==> src/rtl/life_pkg.sv <==
// Shared types and default geometry for the Game-of-Life generation engine.
package life_pkg;
    localparam int DEF_BIT_W   = 3;
    localparam int DEF_BIT_H   = 3;
    localparam int DEF_BOARD_W = 2 ** DEF_BIT_W;
    localparam int DEF_SIZE    = 2 ** (DEF_BIT_W + DEF_BIT_H);
    localparam int DEF_ADDR_W  = DEF_BIT_W + DEF_BIT_H;

    typedef enum logic [1:0] {
        IDLE,
        SCAN,
        SWAP_WAIT
    } state_t;

    // Live neighbour count, 0..8.
    typedef logic [3:0] nbr_cnt_t;
endpackage

==> src/rtl/life_cell_rule.sv <==
// Next-state rule for one cell. Neighbours flagged invalid lie off the
// board and are treated as dead.
module life_cell_rule
    import life_pkg::*;
(
    input  logic       centre,
    input  logic [7:0] nbr,
    input  logic [7:0] nbr_vld,
    output logic       next
);
    nbr_cnt_t cnt;

    // Count live in-board neighbours.
    always_comb begin
        cnt = '0;
        for (int i = 0; i < 8; i++)
            cnt = cnt + nbr_cnt_t'(nbr[i] & nbr_vld[i]);
    end

    assign next = (cnt == 4'd3) || (centre && (cnt == 4'd2));
endmodule

==> src/rtl/life_gen_sequencer.sv <==
// Double-buffered generation scheduler: computes the next board one cell per
// clock into the back bank and swaps banks only on vertical blank.
module life_gen_sequencer
    import life_pkg::*;
#(
    parameter int BIT_W          = DEF_BIT_W,
    parameter int BIT_H          = DEF_BIT_H,
    parameter int FRAMES_PER_GEN = 60,
    localparam int ADDR_W        = BIT_W + BIT_H,
    localparam int SIZE          = 2 ** ADDR_W
) (
    input  logic              clk,
    input  logic              reset,
    input  logic              vsync_start,
    input  logic              run,
    input  logic              step,
    input  logic              seed_load,
    input  logic [SIZE-1:0]   seed_data,
    input  logic [ADDR_W-1:0] disp_addr,
    output logic              disp_cell,
    output logic              busy,
    output logic              gen_done,
    output logic [15:0]       gen_count
);
    localparam int FC_W = (FRAMES_PER_GEN > 1) ? $clog2(FRAMES_PER_GEN) : 1;

    state_t            state, state_nxt;
    logic [SIZE-1:0]   bank0, bank1, front;
    logic              front_sel;
    logic [FC_W-1:0]   frame_cnt;
    logic [ADDR_W-1:0] idx;
    logic              frame_last, scan_en, swap, frame_inc, frame_clr;
    logic [BIT_H-1:0]  row;
    logic [BIT_W-1:0]  col;
    logic [7:0]        nbr, nbr_vld;
    logic              cell_next;

    assign front      = front_sel ? bank1 : bank0;
    assign disp_cell  = front[disp_addr];
    assign busy       = (state != IDLE);
    assign frame_last = (frame_cnt == FC_W'(FRAMES_PER_GEN - 1));
    assign row        = idx[ADDR_W-1:BIT_W];
    assign col        = idx[BIT_W-1:0];

    // Gather the 8 neighbours of the scan cell; off-board ones are masked.
    always_comb begin
        logic [BIT_H-1:0] nr;
        logic [BIT_W-1:0] nc;
        int               k;
        nbr     = '0;
        nbr_vld = '0;
        for (int dr = -1; dr <= 1; dr++) begin
            for (int dc = -1; dc <= 1; dc++) begin
                if (!(dr == 0 && dc == 0)) begin
                    k  = (dr + 1) * 3 + (dc + 1);
                    k  = (k > 4) ? k - 1 : k;
                    nr = row + BIT_H'(dr);
                    nc = col + BIT_W'(dc);
                    nbr[k]     = front[{nr, nc}];
                    nbr_vld[k] = !((dr == -1 && row == '0) || (dr == 1 && row == '1) ||
                                   (dc == -1 && col == '0) || (dc == 1 && col == '1));
                end
            end
        end
    end

    life_cell_rule u_rule (
        .centre  (front[idx]),
        .nbr     (nbr),
        .nbr_vld (nbr_vld),
        .next    (cell_next)
    );

    // State register.
    always_ff @(posedge clk or posedge reset) begin
        if (reset) state <= IDLE;
        else       state <= state_nxt;
    end

    // Next-state and datapath controls; seed_load overrides everything.
    always_comb begin
        state_nxt = state;
        scan_en   = 1'b0;
        swap      = 1'b0;
        frame_inc = 1'b0;
        frame_clr = 1'b0;
        if (seed_load) begin
            state_nxt = IDLE;
        end else begin
            case (state)
                IDLE: begin
                    if (run && vsync_start) begin
                        if (frame_last) frame_clr = 1'b1;
                        else            frame_inc = 1'b1;
                    end
                    if (step || (run && vsync_start && frame_last))
                        state_nxt = SCAN;
                end
                SCAN: begin
                    scan_en = 1'b1;
                    if (idx == '1) state_nxt = SWAP_WAIT;
                end
                SWAP_WAIT: begin
                    if (vsync_start) begin
                        swap      = 1'b1;
                        state_nxt = IDLE;
                    end
                end
                default: state_nxt = IDLE;
            endcase
        end
    end

    // Counters, scan index, front select and the swap pulse.
    always_ff @(posedge clk or posedge reset) begin
        if (reset) begin
            frame_cnt <= '0;
            idx       <= '0;
            front_sel <= 1'b0;
            gen_count <= '0;
            gen_done  <= 1'b0;
        end else begin
            gen_done <= swap;
            if (seed_load) begin
                frame_cnt <= '0;
                gen_count <= '0;
                idx       <= '0;
            end else begin
                if (frame_clr)      frame_cnt <= '0;
                else if (frame_inc) frame_cnt <= frame_cnt + 1'b1;
                if (scan_en) idx <= idx + 1'b1;
                if (swap) begin
                    front_sel <= ~front_sel;
                    gen_count <= gen_count + 16'd1;
                end
            end
        end
    end

    // Bank writes: seed goes to the front bank, scan results to the back bank.
    always_ff @(posedge clk or posedge reset) begin
        if (reset) begin
            bank0 <= '0;
            bank1 <= '0;
        end else if (seed_load) begin
            if (front_sel) bank1 <= seed_data;
            else           bank0 <= seed_data;
        end else if (scan_en) begin
            if (front_sel) bank0[idx] <= cell_next;
            else           bank1[idx] <= cell_next;
        end
    end
endmodule

==> config.mk <==
export PLATFORM = sky130hd
export DESIGN_NAME = life_gen_sequencer
export DESIGN_NICKNAME = d
export VERILOG_FILES = /design/src/rtl/life_pkg.sv /design/src/rtl/life_cell_rule.sv /design/src/rtl/life_gen_sequencer.sv
export SDC_FILE = /design/constraint.sdc
export NUM_CORES = 1
export LEC_CHECK = 0
export ABC_CLOCK_PERIOD_IN_PS = 8900
export CORE_MARGIN = 1.5
export CORE_UTILIZATION = 42
export CTS_CLUSTER_DIAMETER = 80
export CTS_CLUSTER_SIZE = 25
export DETAILED_ROUTE_END_ITERATION = 10
export PLACE_DENSITY = 0.64
export SLEW_MARGIN = 30
export SYNTH_ARGS = -nofsm -noshare
export SYNTH_HDL_FRONTEND = slang
export SYNTH_SLANG_ARGS = --single-unit
==> constraint.sdc <==
create_clock -name clk -period 8.9 [get_ports clk]
set_input_delay 1.335 -clock clk [delete_from_list [all_inputs] [get_ports clk]]
set_output_delay 1.335 -clock clk [all_outputs]
set_load 0.1 [all_outputs]
* Word level (Yosys, flattened, before mapping)
Index checks and enable logic that the tools add are counted. Widths: inputs -> output; s select.
Operators by class: order comparisons 11, equality and inequality tests 14, multiplexer cells 58, reductions and logical operators 30, add/sub/neg operators 14, bitwise gates (word level) 10
Operators with widths (count):
- $mux 64 | 9
- $bwmux 64 | 2
- $lt 6x7->1 const B | 10
- $bmux 1 s6 | 10
- $mux 16 | 2
- $mux 6 | 5
- $add 4x4->4 | 7
- $mux 1 | 24
- $add 16x1->16 const B | 1
- $add 6x1->6 const B | 2
- $eq 6x6->1 const B | 2
- $ne 3x3->1 const B | 3
- $reduce_and 3->1 | 3
- $and 1x1->1 | 8
- $eq 4x2->1 const B | 2
- $logic_not 1->1 | 8
- $mux 2 | 4
- $reduce_bool 2->1 | 4
- $add 3x1->3 const B | 2
- $add 3x3->3 const B | 2
- $demux 1 s6 | 1
- $eq 3x3->1 const B | 2
- $ge 6x1->1 const B | 1
- $logic_not 3->1 | 2
- 11 further kinds | 21
Word-level totals: register bits after elaboration 160, bits of input ports 76, word-level logic and storage cells 145, output and inout port bits 19

* Logic depth before layout (Yosys ltp)
Gate-level depths: netlist of the first run.
word-level depth 18, gate-level depth with buffers 25, gate-level depth less buffers 20

* Hierarchy
From an unflattened synthesis of the first run, not the netlist that was laid out.
Unflattened totals: cell total of the unflattened synthesis 1243, area, all modules 12100.4 um2
Modules (own cells, without submodules):
- life_gen_sequencer | area each 11900.2 um2, times used 1, cells each 1220
- life_cell_rule | area each 200.2 um2, times used 1, cells each 23

* Worst setup path before layout of the first run
Ideal clock, no wire load.
kind flip-flop to flip-flop, start point reg idx[0], end point reg bank0[8], arrival time 6.717 ns, data required time 8.818 ns, library setup time 0.082 ns, buffers on the path 4, setup slack 2.101 ns, stages on the path, launching flop included 24, period minus slack after synthesis 6.799 ns, cell sequence dfrtp_1 > buf_2 > inv_2 > buf_2 > ha_1 > xor2_1 > mux4_1 > mux4_2 > mux2i_1 > or3_1 > fa_1 > fa_1 > inv_1 > fa_1 > ha_1 > fa_1 > nor2_1 > a21oi_1 > or3b_2 > a41oi_4 > buf_6 > buf_2 > o211ai_1 > a31oi_1
On the way: word-level cells in the longest chain between the ends 18
RTL lines:
- start: declaration | line life_gen_sequencer.sv:31 | logic [ADDR_W-1:0] idx;
- start signal: assignment | line life_gen_sequencer.sv:131 | if (scan_en) idx <= idx + 1'b1;
- $add 3x3->3 / $logic_not 3->1 (equally long branches)
- $bmux 1 s6 / $logic_or 1x1->1 (equally long branches) | line life_gen_sequencer.sv:59, life_gen_sequencer.sv:60
- $mux 1 (implied by the code) / $logic_not 1->1 (equally long branches) | line life_gen_sequencer.sv:59, life_gen_sequencer.sv:60
- $and 1x1->1 | line life_cell_rule.sv:17 | cnt = cnt + nbr_cnt_t'(nbr[i] & nbr_vld[i]);
- $add 4x4->4 (7 in series) | line life_cell_rule.sv:17
- $eq 4x2->1 | line life_cell_rule.sv:20 | assign next = (cnt == 4'd3) || (centre && (cnt == 4'd2));
- $logic_and 1x1->1 | line life_cell_rule.sv:20
- $logic_or 1x1->1 | line life_cell_rule.sv:20
- $bwmux 64 (*) | line life_gen_sequencer.sv:149 | if (front_sel) bank0[idx] <= cell_next;
- $mux 64 (*) | line life_gen_sequencer.sv:149
- $mux 64 (*) | line life_gen_sequencer.sv:148 | end else if (scan_en) begin
- $mux 64 (*) | line life_gen_sequencer.sv:145 | end else if (seed_load) begin
- end signal: assignment | line life_gen_sequencer.sv:147 | else bank0 <= seed_data;
- end signal: indexed assignment | line life_gen_sequencer.sv:149
- end: declaration | line life_gen_sequencer.sv:28 | logic [SIZE-1:0] bank0, bank1, front;
Every way passes the cells marked *; elsewhere a longest branch is shown, timed or not. The select of a mux whose other input is x is not followed. A chain may end at the register's enable or synchronous reset.

* Final worst setup path of the first run
start point reg idx[0], end point reg bank1[38]
On the way: word-level cells in the longest chain between the ends 18
RTL lines:
- $add 3x3->3 / $logic_not 3->1 (equally long branches)
- $bmux 1 s6 / $logic_or 1x1->1 (equally long branches) | line life_gen_sequencer.sv:59, life_gen_sequencer.sv:60
- $mux 1 (implied by the code) / $logic_not 1->1 (equally long branches) | line life_gen_sequencer.sv:59, life_gen_sequencer.sv:60
- $and 1x1->1 | line life_cell_rule.sv:17
- $add 4x4->4 (7 in series) | line life_cell_rule.sv:17
- $eq 4x2->1 | line life_cell_rule.sv:20
- $logic_and 1x1->1 | line life_cell_rule.sv:20
- $logic_or 1x1->1 | line life_cell_rule.sv:20
- $bwmux 64 (*) | line life_gen_sequencer.sv:150 | else bank1[idx] <= cell_next;
- $mux 64 (*) | line life_gen_sequencer.sv:149
- $mux 64 (*) | line life_gen_sequencer.sv:148
- $mux 64 (*) | line life_gen_sequencer.sv:145
- end signal: assignment | line life_gen_sequencer.sv:146 | if (front_sel) bank1 <= seed_data;
- end signal: indexed assignment | line life_gen_sequencer.sv:150
- end: declaration | line life_gen_sequencer.sv:28
Marks and branches as above.

==> key figures, run 1 <==
Yosys
  • Top-area cell type share of the netlist area: 35.0%
  • Synthesized instance count: between 1000 and 1500
  • Number of nets produced by synthesis: ~1300
  • Main synth FF type: sky130_fd_sc_hd__dfrtp_1
  • Number of enable-type register cells in the synthesized netlist: 0
  • Ys Warns: 0
  • Post-synthesis area per instance: 9.47 sq um
  • Cells taking the most area after synthesis: sky130_fd_sc_hd__dfrtp_1 35%, sky130_fd_sc_hd__mux4_2 8.5%, sky130_fd_sc_hd__mux2i_1 8.0%
  • Largest area contributor in the netlist: sky130_fd_sc_hd__dfrtp_1
  • Sequential-to-total area share from yosys stat: 35.0%
  • Share of flip-flops with an asynchronous set or reset after synthesis: 100%
  • Count of state elements after synthesis: 160
  • Post-Syn Area: between 0.01 and 0.015 sq mm
  • Number of library cell types mapped by synthesis: 70

Worst setup path
  • Worst Path Required: slightly above 9000 ps
  • Crit path max-delay cell type: sky130_fd_sc_hd__dfrtp_1
  • CP Data Arrival Time: just over 8000 ps
  • Worst R2R End: bank1[38]
  • Minimum setup slack among reg-to-reg paths: 1010 ps
  • Kind of end point of the critical path: flop
  • Largest delay share family, worst path: adder cells
  • Type of element launching the critical path: flop
  • Most prevalent standard cell on the critical path: sky130_fd_sc_hd__fa_1
  • Crit Path Category: flop to flop
  • Worst R2R Start: idx[0]
  • Worst Reg2Reg Path Length in Cells: 21
  • Ordered list of cells on the worst path: inv_2 -> ha_1 -> xor2_1 -> buf_4 -> mux4_1 -> mux4_2 -> mux2i_1 -> or3_1 -> fa_1 -> fa_1 -> inv_1 -> fa_1 -> ha_1 -> fa_1 -> nor2_1 -> a21oi_1 -> or3b_2 -> a41oi_4 -> buf_4 -> o211ai_1 -> a41oi_1
  • Crit path buf inv count: 4
  • Peak fanout along the critical path: 22
  • Maximum single-stage delay on the critical path: 840 ps

Die
  • Die extent in x: about 170 microns
  • Number of core rows: 60
  • Core area: 0.0269 sq mm
  • Die area: 0.0283 sq mm
  • Initial Utilization: between 40 and 50%
  • Die Y-Extent: ~170 microns
  • Count of pins on the block boundary: 95

Hold path
  • Hold Path Class: flop to flop
  • Origin of the worst min-delay path: bank1[57]
  • Hold EP: bank1[57]
  • Number of stages on the worst hold path: 1

Clock tree
  • CTS tree: yes
  • Number of H-tree levels: 4
  • Total of cells resized after clock tree synthesis: 0
  • Skew-Pair Late Insertion Delay: between 400 and 500 ps
  • Clock sink count: 160
  • Cts bufs inserted: 17
  • Reg clk slew, reported paths: ~70 ps
  • Max clock buf depth: 2
  • Library cell used as clock root buffer: sky130_fd_sc_hd__clkbuf_16
  • Number of post-CTS setup repair buffers: 0
  • Number of buffers inserted for hold repair after clock tree synthesis: 0

Route
  • Wirelength per Cell: 25.3 microns
  • WL final: around 40000 microns
  • Violation count after the first detailed-routing iteration: about 1500
  • Count of nets left with antenna violations after detail routing: 0
  • Via count: between 10000 and 15000
  • DR pass1 iterations: 8
  • DR vias/cell: 6.82
  • Remaining DRCs: 0

STA
  • Max Clock Freq: roughly 130 MHz
  • Post-Route Skew: 12.3 ps
  • Slew at the pin closest to its max-slew limit: ~1000 ps
  • Slew HR: between 30% and 40%
  • TNS Setup: 0 ps
  • Setup violators final: 0
  • Setup repair after global routing missed its margin: no
  • Final Max Slew Viols: 0
  • Final min period: between 7000 and 8000 ps
  • Count of endpoints failing hold in the final timing report: 0
  • Ratio of final minimum period to clock period: about nine tenths

GRT
  • All-Layer GR Usage: 29.0%
  • Overflow left after global routing: 0
  • Number of global-route vias before repair: about 11000
  • Pin count of the biggest net entering global routing: 105
  • Antenna violations before repair: 0
  • First-pass GRT wire length: between 60000 and 70000 microns

Pwr
  • LEAKAGE: about 4.9 nW
  • Highest ir drop seen on vdd: roughly 0.11 mV
  • Pwr dens: roughly 200 mW/mm^2

Final layout
  • Area Overhead vs Synth: 15.6%
  • Number of nets in the layout: about 1300
  • Layout cell share with drive strength beyond 1: about an eighth
  • Count of antenna diodes in the layout: 0
  • Area of all placed cells without fillers: 0.0132 sq mm

Place
  • RePlAce Congestion: 1.00
  • Placed wire-length estimate after detailed placement: around 28000 microns
  • Port buffer count: between 90 and 100
  • Post-placement cell area: 0.0126 sq mm

Run status
  • Result of the run: finished, final reports clean

Run
  • Number of maximum-capacitance constraint violations: 0
[Yosys cell counts, drive strengths merged (8+ instances only)]
library cell and n:
a41oi 21, mux4 47, o22a 29, a21oi 126
a2bb2oi 8, o21ai 58, dfrtp 160, a221oi 50
a31oi 30, nand2 48, or3 9, xor2 11
xnor2 9, o32a 8, mux2 14, o22ai 51
buf 41, nor2 168, and3 9, ha 13
nor3 16, nand3 11, mux2i 93, o211ai 22
inv 11, clkbuf 67
[report_power, final]
part / switching (mW) / internal [mW]
combinational: 0.521 / 0.405
clock: 0.352 / 0.404
sequential: 0.115 / 0.873
[cell usage in the layout, fill, tap and decap left out, types with 9 or more instances in the layout]
cell type / Yosys / routed
sky130_fd_sc_hd__inv_1: 10 / 9
sky130_fd_sc_hd__o22ai_1: 51 / 51
sky130_fd_sc_hd__o211ai_1: 22 / 22
sky130_fd_sc_hd__xnor2_1: 9 / 9
sky130_fd_sc_hd__o22a_1: 29 / 29
sky130_fd_sc_hd__ha_1: 13 / 13
sky130_fd_sc_hd__nand2_1: 47 / 47
sky130_fd_sc_hd__and3_1: 9 / 9
sky130_fd_sc_hd__a221oi_1: 50 / 50
sky130_fd_sc_hd__a21oi_1: 125 / 125
sky130_fd_sc_hd__dfrtp_1: 160 / 159
sky130_fd_sc_hd__clkdlybuf4s50_1: 0 / 93
sky130_fd_sc_hd__clkbuf_16: 0 / 17
sky130_fd_sc_hd__mux4_2: 43 / 43
sky130_fd_sc_hd__nor2_1: 162 / 162
sky130_fd_sc_hd__mux2_2: 13 / 13
sky130_fd_sc_hd__xor2_1: 11 / 11
sky130_fd_sc_hd__a31oi_1: 30 / 30
sky130_fd_sc_hd__buf_4: 6 / 28
sky130_fd_sc_hd__nand3_1: 11 / 11
sky130_fd_sc_hd__or3_1: 9 / 9
sky130_fd_sc_hd__a41oi_1: 20 / 20
sky130_fd_sc_hd__o21ai_0: 53 / 53
sky130_fd_sc_hd__nor3_1: 14 / 12
sky130_fd_sc_hd__mux2i_1: 91 / 90
[final cells by class]
type | instances | area, sq um
fill | 2498 | 13600
clock buffer | 19 | 443
inverter | 12 | 50.0
tap | 341 | 427
clock inverter | 13 | 145
sequential | 160 | 4010
timing repair buffer | 125 | 1200
multi-input combinational | 930 | 6960
[per-layer routing]
metal	global-route usage [%]	share of wire, %
met1	40.1	42
met2	43.7	44
met3	6.82	10
met4	12.0	3.7
met5	0	0
[state kept, by name, summed over array words and instances (netlist names)]
name	count
gen_count	16
front_sel	1
bank0	64
idx	6
frame_cnt	6
bank1	64
state	2
gen_done	1
[per-stage QoR]
step	hold slack [ps]	worst slack [ps]	cells	power, mW	utilization (%)
floorplan	459	2100	1210	1.61	-
global placement	476	1240	1567	1.89	47.0
detailed placement	479	1100	1568	1.90	47.1
CTS	495	1090	1600	2.66	49.2
global route	525	618	1600	2.80	49.3
finish	493	1010	1600	2.67	49.3
[worst max path at each step]
stage                     cells past startpoint         to  slack, ps    from
after floorplan                              23   bank0[8]       2100  idx[0]
after detailed placement                     21   bank1[0]       1100  idx[0]
after global routing                         21  bank1[38]        620  idx[0]
after global placement                       21   bank1[0]       1240  idx[0]
final                                        21  bank1[38]       1010  idx[0]
after CTS                                    21  bank1[38]       1090  idx[0]
[logic make-up (layout without fill, tap and decap cells)]
logic type,Yosys count,in the layout,synth area share [%]
fa+ha+maj,17,17,2.12
mux,154,154,19.0
simple gates,302,302,12.0
flops,160,160,35.0
buf+inv,120,169,4.68
xor+xnor,20,20,1.53
compound gates,437,437,25.7
[worst reg2reg max path: stages (launching register included)]
cell                       delay [ps]
sky130_fd_sc_hd__dfrtp_1          840
sky130_fd_sc_hd__inv_2            410
sky130_fd_sc_hd__ha_1             340
sky130_fd_sc_hd__xor2_1           380
sky130_fd_sc_hd__buf_4            260
sky130_fd_sc_hd__mux4_1           630
sky130_fd_sc_hd__mux4_2           490
sky130_fd_sc_hd__mux2i_1          170
sky130_fd_sc_hd__or3_1            160
sky130_fd_sc_hd__fa_1             420
sky130_fd_sc_hd__fa_1             540
sky130_fd_sc_hd__inv_1             60
sky130_fd_sc_hd__fa_1             480
sky130_fd_sc_hd__ha_1             240
sky130_fd_sc_hd__fa_1             400
sky130_fd_sc_hd__nor2_1           120
sky130_fd_sc_hd__a21oi_1           80
sky130_fd_sc_hd__or3b_2           560
sky130_fd_sc_hd__a41oi_4          380
sky130_fd_sc_hd__buf_4            400
sky130_fd_sc_hd__o211ai_1         200
sky130_fd_sc_hd__a41oi_1          250
Power figures use the tool's default switching activity.
==> run 2: changes to the inputs <==
--- a/config.mk
+++ b/config.mk
@@ -6,7 +6,6 @@
 export NUM_CORES = 1
 export LEC_CHECK = 0
 export ABC_CLOCK_PERIOD_IN_PS = 8900
-export CORE_MARGIN = 1.5
 export CORE_UTILIZATION = 42
 export CTS_CLUSTER_DIAMETER = 80
 export CTS_CLUSTER_SIZE = 25
==> run 2 against run 1 <==
Sequential power barely moved; final area up 0.19%; final cell count about the same; flip-flop and latch count unchanged; utilization increased by 0.093 points; critical path depth decreased by 1; clock-buffer cell count decreased by 2; combinational power rose by 0.8%; worst hold slack better by 13 ps; critical endpoint is now bank1[5].
==> key figures, run 2 (same netlist as run 1, synthesis figures left out) <==
Place
  • Placed wire-length estimate after detailed placement: roughly 28000 microns
  • RePlAce Congestion: roughly 1.0
  • Worst setup slack before clock tree synthesis: 1160 ps
  • Port buffer count: 94

Route
  • Via count: roughly 11000
  • Count of nets left with antenna violations after detail routing: 0
  • WL final: 41400 microns
  • Violation count after the first detailed-routing iteration: roughly 1300
  • DR vias/cell: roughly 7
  • Wirelength per Cell: about 26 microns
  • DR pass1 iterations: 5
  • Remaining DRCs: 0

Pwr
  • Cell internal power dissipation: 1.68 mW
  • Sequential power share: 36.4%
  • Logic pwr share: ~35%
  • Fraction of power spent switching nets: 37.8%
  • Highest ir drop seen on vdd: around 0.12 mV
  • LEAKAGE: 4.88 nW
  • Pwr dens: a little over 200 mW/mm^2
  • P_sw: 1.02 mW
  • Portion of total power attributed to the clock network: slightly below 30%

STA
  • Post-Route Hold Slack: 506 ps
  • Setup repair after global routing missed its margin: no
  • Final critical-path setup slack: between 1000 and 1500 ps
  • Final min period: roughly 7500 ps
  • Final Max Slew Viols: 0
  • Count of endpoints failing hold in the final timing report: 0
  • TNS Setup: 0 ps
  • Max Clock Freq: between 100 and 150 MHz
  • Ratio of final minimum period to clock period: 84.5%
  • Setup violators final: 0
  • Post-Route Skew: ~14 ps
  • Slew HR: 26.3%
  • Slew at the pin closest to its max-slew limit: ~1100 ps

Final layout
  • Final-layout fill cell count: about 2500
  • Layout cell share with drive strength beyond 1: 12.4%
  • Final core utilization: between 40% and 50%
  • Most frequent standard cell in the layout excluding fill and tap cells: sky130_fd_sc_hd__nor2_1
  • Largest registers: bank0 (64), bank1 (64), gen_count (16)
  • Area Overhead vs Synth: 15.8%
  • Leading cell types in the layout, fill and taps excluded: 162 x sky130_fd_sc_hd__nor2_1, 159 x sky130_fd_sc_hd__dfrtp_1, 125 x sky130_fd_sc_hd__a21oi_1, 92 x sky130_fd_sc_hd__clkdlybuf4s50_1, 90 x sky130_fd_sc_hd__mux2i_1
  • Count of antenna diodes in the layout: 0
  • Number of nets in the layout: between 1000 and 1500

Die
  • Die extent in x: about 170 microns
  • Number of core rows: 60
  • Initial Utilization: a little over two fifths
  • Die area: between 0.02 and 0.03 sq mm
  • Count of pins on the block boundary: 95
  • Core area: approximately 0.027 sq mm
  • Die Y-Extent: approximately 170 microns

Clock tree
  • Number of buffers inserted for hold repair after clock tree synthesis: 0
  • Reg clk slew, reported paths: 70 ps
  • Cts bufs inserted: 17
  • Total of cells resized after clock tree synthesis: 0
  • Clock sink count: 160
  • Number of H-tree levels: 4
  • Library cell used as clock root buffer: sky130_fd_sc_hd__clkbuf_16
  • Skew-Pair Late Insertion Delay: between 400 and 500 ps
  • Number of post-CTS setup repair buffers: 0
  • CTS tree: yes
  • Max clock buf depth: 2

Worst setup path
  • Most prevalent standard cell on the critical path: sky130_fd_sc_hd__fa_1
  • Worst R2R Start: idx[2]
  • Minimum setup slack among reg-to-reg paths: 1380 ps
  • Worst Reg2Reg Path Length in Cells: 20
  • Ordered list of cells on the worst path: nand3b_1 -> o22ai_1 -> a221o_1 -> nor3_1 -> o21bai_1 -> mux4_2 -> or2_2 -> fa_1 -> fa_1 -> inv_1 -> fa_1 -> ha_1 -> fa_1 -> nor2_1 -> a21oi_1 -> or3b_2 -> a41oi_4 -> buf_4 -> o211ai_1 -> a41oi_1
  • Peak fanout along the critical path: 22
  • Worst Path Required: roughly 9300 ps
  • Crit path max-delay cell type: sky130_fd_sc_hd__nand3b_1
  • Type of element launching the critical path: flop
  • Worst R2R End: bank1[5]
  • CP Data Arrival Time: 7870 ps
  • Crit Path Category: flop to flop
  • Kind of end point of the critical path: flop
  • Maximum single-stage delay on the critical path: approximately 980 ps

Hold path
  • Origin of the worst min-delay path: bank0[56]
  • Hold Path Class: flop to flop
  • Number of stages on the worst hold path: 1
  • Hold EP: bank0[56]

GRT
  • Overflow left after global routing: 0
  • All-Layer GR Usage: a little under 30%
  • Pin count of the biggest net entering global routing: 91
  • Antenna violations before repair: 0
  • First-pass GRT wire length: roughly 63000 microns
  • Number of global-route vias before repair: around 11000

Run
  • Number of maximum-capacitance constraint violations: 0

Run status
  • Result of the run: finished, final reports clean
-- run 2: critical path, delay by kind of cell (launching register included) --
| family | cells | cell delay (ps) |
|---|---|---|
| adders and majority gates | 5 | 2120 |
| AOI/OAI and AO/OA | 7 | 1680 |
| buffers and inverters | 2 | 420 |
| muxes | 1 | 500 |
| and+or+nand+nor | 5 | 2030 |
| DFF | 1 | 660 |
-- run 2: power groups by stage --
| stage | combinational (mW) | clock, mW | sequential (mW) |
|---|---|---|---|
| floorplan | 0.658 | 0 | 0.952 |
| detailed placement | 0.903 | 0 | 0.999 |
| finish | 0.933 | 0.787 | 0.986 |
| CTS | 0.909 | 0.787 | 0.986 |
| global route | 0.993 | 0.821 | 1.00 |
| global placement | 0.894 | 0 | 0.998 |
-- run 2: final cells by class --
| class | count | area [sq um] | area share, % |
|---|---|---|---|
| clock buffer | 17 | 425 | 3.21 |
| clock inverter | 15 | 190 | 1.43 |
| inverter | 12 | 50.0 | 0.377 |
| multi-input combinational | 930 | 6960 | 52.5 |
| sequential | 160 | 4010 | 30.2 |
| tap | 341 | 427 | 3.22 |
| timing repair buffer | 126 | 1200 | 9.07 |
-- run 2: through the flow --
step / cells / total power, mW / instance area, sq um
after floorplan: 1210 / 1.61 / 11500
after global placement: 1567 / 1.89 / 12600
after detailed placement: 1567 / 1.90 / 12600
after CTS: 1599 / 2.68 / 13200
after global routing: 1601 / 2.81 / 13300
final: 1601 / 2.71 / 13300
-- run 2: layer usage --
layer	wire (microns)	global-route usage, %
met5	0	0
met4	1630	12.1
met3	4250	6.78
met2	18500	45.0
met1	17000	40.7
-- run 2: how the worst max path moves through the flow --
| stage | start | to | cells past startpoint |
|---|---|---|---|
| after global placement | front_sel | bank0[5] | 21 |
| after global routing | idx[2] | bank0[34] | 20 |
| after CTS | front_sel | bank1[5] | 21 |
| final | idx[2] | bank1[5] | 20 |
| after detailed placement | front_sel | bank0[5] | 21 |
| after floorplan | idx[0] | bank0[8] | 23 |
